<file path="src/rtl/prog_fetch_pkg.sv">
// Shared types and helpers for the two-half-word instruction fetch stage.
// Holds the FSM encoding and the half-word address mapping.
package prog_fetch_pkg;

    localparam int INSTR_W = 32;
    localparam int HALF_W  = 16;

    typedef enum logic [1:0] {
        S_IDLE  = 2'd0,
        S_LO    = 2'd1,
        S_HI    = 2'd2,
        S_VALID = 2'd3
    } state_e;

    // Bit 15 of the word address is dropped, so 0x8000+n aliases n.
    function automatic logic [HALF_W-1:0] half_addr(
        input logic [HALF_W-1:0] pc,
        input logic              hi
    );
        return {pc[14:0], hi};
    endfunction

endpackage

</file>
<file path="src/rtl/prog_fetch_lat_counter.sv">
// Memory-latency counter: counts 0..MEM_LAT-1 while enabled.
// done flags the last cycle of a MEM_LAT-cycle memory access.
module lat_counter #(
    parameter int unsigned MEM_LAT = 1
) (
    input  logic clk,
    input  logic rst,
    input  logic clr,
    input  logic en,
    output logic done
);

    localparam logic [1:0] LAST = 2'(MEM_LAT - 1);

    logic [1:0] cnt_q;
    logic [1:0] cnt_d;

    assign done = (cnt_q == LAST);

    always_comb begin
        cnt_d = cnt_q;
        if (clr) begin
            cnt_d = 2'd0;
        end else if (en) begin
            cnt_d = done ? 2'd0 : cnt_q + 2'd1;
        end
    end

    always_ff @(posedge clk) begin
        if (rst) begin
            cnt_q <= 2'd0;
        end else begin
            cnt_q <= cnt_d;
        end
    end

endmodule

</file>
<file path="src/rtl/prog_fetch.sv">
// Instruction fetch stage: builds a 32-bit instruction from two
// 16-bit program-memory reads and stalls the core while in flight.
module prog_fetch
    import prog_fetch_pkg::*;
#(
    parameter int unsigned MEM_LAT = 1
) (
    input  logic               clk,
    input  logic               rst,
    input  logic [HALF_W-1:0]  pc_addr,
    input  logic               fetch_req,
    output logic [INSTR_W-1:0] instr,
    output logic               instr_valid,
    output logic               cpu_stall,
    output logic [HALF_W-1:0]  mem_addr,
    output logic               mem_rd,
    input  logic [HALF_W-1:0]  mem_data
);

    if (MEM_LAT < 1 || MEM_LAT > 4) begin : g_bad_lat
        $error("prog_fetch: MEM_LAT must be 1..4");
    end

    state_e              state_q, state_d;
    logic [HALF_W-1:0]   pc_q, pc_d;
    logic [HALF_W-1:0]   lo_q, lo_d;
    logic [INSTR_W-1:0]  instr_q, instr_d;
    logic                valid_q, valid_d;
    logic [HALF_W-1:0]   addr_q, addr_d;
    logic                rd_q, rd_d;
    logic                cnt_en;
    logic                lat_done;

    assign cnt_en = (state_q == S_LO) || (state_q == S_HI);

    lat_counter #(
        .MEM_LAT (MEM_LAT)
    ) u_lat (
        .clk  (clk),
        .rst  (rst),
        .clr  (!cnt_en),
        .en   (cnt_en),
        .done (lat_done)
    );

    always_comb begin
        state_d = state_q;
        pc_d    = pc_q;
        lo_d    = lo_q;
        instr_d = instr_q;
        addr_d  = addr_q;
        valid_d = 1'b0;
        rd_d    = 1'b0;
        unique case (state_q)
            S_IDLE: begin
                pc_d    = pc_addr;
                addr_d  = half_addr(pc_addr, 1'b0);
                rd_d    = 1'b1;
                state_d = S_LO;
            end
            S_LO: begin
                rd_d = 1'b1;
                if (lat_done) begin
                    lo_d    = mem_data;
                    addr_d  = half_addr(pc_q, 1'b1);
                    state_d = S_HI;
                end
            end
            S_HI: begin
                rd_d = 1'b1;
                if (lat_done) begin
                    instr_d = {mem_data, lo_q};
                    valid_d = 1'b1;
                    rd_d    = 1'b0;
                    state_d = S_VALID;
                end
            end
            S_VALID: begin
                valid_d = 1'b1;
                if (fetch_req) begin
                    pc_d    = pc_addr;
                    addr_d  = half_addr(pc_addr, 1'b0);
                    rd_d    = 1'b1;
                    valid_d = 1'b0;
                    state_d = S_LO;
                end
            end
            default: begin
                state_d = S_IDLE;
            end
        endcase
    end

    always_ff @(posedge clk) begin
        if (rst) begin
            state_q <= S_IDLE;
            pc_q    <= '0;
            lo_q    <= '0;
            instr_q <= '0;
            valid_q <= 1'b0;
            addr_q  <= '0;
            rd_q    <= 1'b0;
        end else begin
            state_q <= state_d;
            pc_q    <= pc_d;
            lo_q    <= lo_d;
            instr_q <= instr_d;
            valid_q <= valid_d;
            addr_q  <= addr_d;
            rd_q    <= rd_d;
        end
    end

    assign instr       = instr_q;
    assign instr_valid = valid_q;
    assign cpu_stall   = !valid_q;
    assign mem_addr    = addr_q;
    assign mem_rd      = rd_q;

endmodule
</file>
<file path="config.mk">
export PLATFORM = sky130hd
export DESIGN_NAME = prog_fetch
export DESIGN_NICKNAME = d
export VERILOG_FILES = /design/src/rtl/prog_fetch_pkg.sv /design/src/rtl/prog_fetch_lat_counter.sv /design/src/rtl/prog_fetch.sv
export SDC_FILE = /design/constraint.sdc
export NUM_CORES = 1
export LEC_CHECK = 0
export CAP_MARGIN = 30
export CORE_UTILIZATION = 52
export DETAILED_ROUTE_END_ITERATION = 8
export GPL_TIMING_DRIVEN = 1
export PLACE_DENSITY_LB_ADDON = 0.25
export SYNTH_ARGS = -nofsm -noshare
export SYNTH_HDL_FRONTEND = slang
export SYNTH_SLANG_ARGS = --single-unit
</file>
<file path="constraint.sdc">
create_clock -name clk -period 2.7 [get_ports clk]
set_input_delay 0.27 -clock clk [delete_from_list [all_inputs] [get_ports clk]]
set_output_delay 0.27 -clock clk [all_outputs]
set_load 0.02 [all_outputs]
</file>
==> results of run 1 <==
worst register-to-register path, cell delays in order, from the launching register on:
cell and delay, ns:
dfxtp_1 0.45, inv_1 0.11, ha_1 0.49, or3_1 0.77
a211oi_1 0.38
routing by layer:
| layer | vias up | GRT usage [%] | routed length (um) |
|---|---|---|---|
| li1 | 1481 | - | - |
| met1 | 1365 | 31.5 | 3660 |
| met2 | 84 | 37.9 | 3650 |
| met3 | 13 | 3.74 | 356 |
| met4 | 0 | 12.4 | 123 |
| met5 | - | 0 | 0 |
path summary, 6_finish.rpt:
kind	slack, ns	startpoint	cells past startpoint	to
worst max-delay path	0.40	state_q[0]	4	mem_addr[11]
worst max register to register	0.40	state_q[0]	4	mem_addr[11]
worst min register to register	0.43	u_lat.cnt_q[0]	1	u_lat.cnt_q[0]
worst min-delay path	0.43	u_lat.cnt_q[0]	1	u_lat.cnt_q[0]
area by class of cell:
cell class	instances	area, um^2	share of cell area [%]
sequential	85	1700	38.7
multi-input combinational	270	1460	33.2
timing repair buffer	91	901	20.5
clock buffer	10	138	3.13
tap	75	93.8	2.14
inverter	20	75.1	1.71
clock inverter	5	27.5	0.627
power breakdown:
part / internal, mW / switching [mW] / total (mW)
sequential: 1.41 / 0.0856 / 1.49
combinational: 0.402 / 0.516 / 0.918
clock: 0.348 / 0.436 / 0.783
total: 2.16 / 1.04 / 3.20
logic make-up (layout without fill, tap and decap cells):
kind of cell             Yosys count  after routing  share of synthesized area (%)
AND/OR/NAND/NOR                  158            158                           19.8
flip-flops                        85             85                           50.4
AO/OA/AOI/OAI                     84             84                           13.8
buffers and inverters             51            126                           6.48
multiplexers                      20             20                           6.52
adder cells (fa/ha/maj)            8              8                           2.96
registers in the layout, summed over array words and instances, names as in the netlist:
| signal | count |
|---|---|
| instr | 32 |
| lo_q | 16 |
| state_q | 2 |
| mem_rd | 1 |
| u_lat.cnt_q | 2 |
| mem_addr | 16 |
| instr_valid | 1 |
| pc_q | 15 |
cells in the final DEF (no fill, tap or decap):
cell / n
dfxtp_1: 85
nand2_1: 129
nor2_1: 2
a211oi_1: 15
a21oi_1: 65
and4bb_2: 1
clkbuf_8: 10
o21ba_2: 1
and2_1: 2
mux2i_1: 4
nand2b_1: 4
buf_2: 1
o41ai_1: 1
or3_1: 1
clkinvlp_4: 1
inv_1: 20
clkdlybuf4s50_1: 83
buf_4: 6
clkinv_2: 4
nor4_1: 15
nor2b_1: 3
buf_12: 1
mux2_2: 16
nor4b_1: 1
ha_1: 8
o21ai_0: 2
metrics by stage:
step           util (%)  setup slack (ns)  cell area, um^2  hold slack [ns]  power [mW]
6_report           72.1             0.395             4390            0.426        3.20
5_1_grt            72.1             0.304             4390            0.465        3.36
4_1_cts            72.1             0.430             4390            0.425        3.21
3_5_place_dp       69.4             0.481             4230            0.414        2.44
3_3_place_gp       69.2             0.315             4220            0.412        2.41
2_1_floorplan         -             0.938             3380            0.401        2.09
==> impl_metrics.csv, run 1 <==
group,metric,value,unit
run_status,status,"completed",
synth,syn_area,0.00338,mm^2
die,rows,28,
critical_path,worstPathMaxFanout,21,
synth,seq_area_frac_synth,50.4,%
die,die-area,0.00682,mm^2
die,fp.dieW,82.6,um
timing,worst_pin_slew,0.891,ns
synth,synth_ff_type,"dfxtp_1",
synth,async_flop_share,0,%
critical_path,critPathTopFamily,"simple AND/OR/NAND/NOR gates",
critical_path,path_cells,"inv_1 > ha_1 > or3_1 > a211oi_1",
drt,ant_nets,0,
die,core,0.00610,mm^2
clock_network,cts_made_buffers,9,
clock_network,clockRootBuffer,"clkbuf_8",
job,drv_cap,0,
layout,layout.cells.non_filler,556,
synth,synth_cells,406,
synth,yosys_warnings,0,
timing,finalCriticalPeriod,2.30,ns
placement,gp_congestion,0.723,
critical_path,worstPathArrival,2.54,ns
timing,rsz0062_at_grt,"no",
clock_network,worst_skew_pair.late_latency,0.35,ns
critical_path,crit_path_top_delay_cell,"or3_1",
synth,ys_types,23,
layout,nets,520,
drt,drcViolationCount,0,
synth,synthDominantCellAreaShare,50.4,%
drt,drt_pre_antenna_iters,4,
die,die_y,82.6,um
critical_path,end_kind,"flip-flop",
critical_path,cp-start-kind,"flip-flop",
synth,synth_edf_count,0,
power_and_ir_drop,power_density,727,mW/mm^2
critical_path,max_stage_delay,0.76,ns
drt,drt-total-wl,7.79,mm
clock_network,cts_buffer_depth,2,
timing,clock_skew,0.00898,ns
timing,relSlewSlack,40.6,%
min_path,holdCritPathClass,"flip-flop to flip-flop",
die,start_util,55.4,%
clock_network,htree_levels,3,
synth,synth_commonest_cells,"nand2_1 (129), dfxtp_1 (85), a21oi_1 (65), clkbuf_1 (23), inv_1 (20)",
synth,yosys-top-cells-area,"dfxtp_1 (50%), nand2_1 (14%), a21oi_1 (9.6%)",
layout,fillCellCount,489,
placement,dp.cells,541,
power_and_ir_drop,p_leak,1.61,nW
placement,hpwl,5.08,mm
timing,slew_viol_final,0,
drt,drtIter0Drc,130,
clock_network,clk_pin_slew,0.08,ns
clock_network,cts_sinks,85,
drt,vias,2943,
power_and_ir_drop,ir_drop,0.444,mV
layout,drive_gt1_share,8.52,%
global_routing,track_usage,24.0,%
timing,finalCritPeriodShare,85.4,%
drt,vias_per_cell,5.29,
global_routing,grt_pass1_wl,12.3,mm
layout,syn_to_final_growth,30.1,%
synth,syn_area_per_cell,8.32,um^2
timing,setup_viol,0,
critical_path,crit_buf_inv,1,
clock_network,cts_setup_buffers,0,
timing,hold_viol,0,
synth,syn_nets,449,
critical_path,worstPathRequired,2.94,ns
timing,max_clock_freq,434,MHz
clock_network,hold_buffers,0,
critical_path,critPathKind,"flip-flop to flip-flop",
clock_network,cts_tree,"built",
global_routing,grt_pass1_vias,2649,
global_routing,antenna_found_initial,0,
synth,synth_area_leader_cell,"dfxtp_1",
synth,yosysMostFrequentCell,"nand2_1",
placement,io_buffers,84,
global_routing,overflow,0,
die,io_pins,86,
timing,fin_setup_tns,0,ns
synth,synth_seq_cells,85,
clock_network,postCtsResizedCells,0,
global_routing,grt_max_degree,50,
drt,routedWlPerCell,14.0,um
layout,antenna_cells,0,
(Power assumes the default switching activity.)
==> run 2, diff against run 1 <==
- CTS_CLUSTER_DIAMETER: unset -> 120
==> results of run 2 <==
Final layout, timing and power as in run 1 (identical DEF).
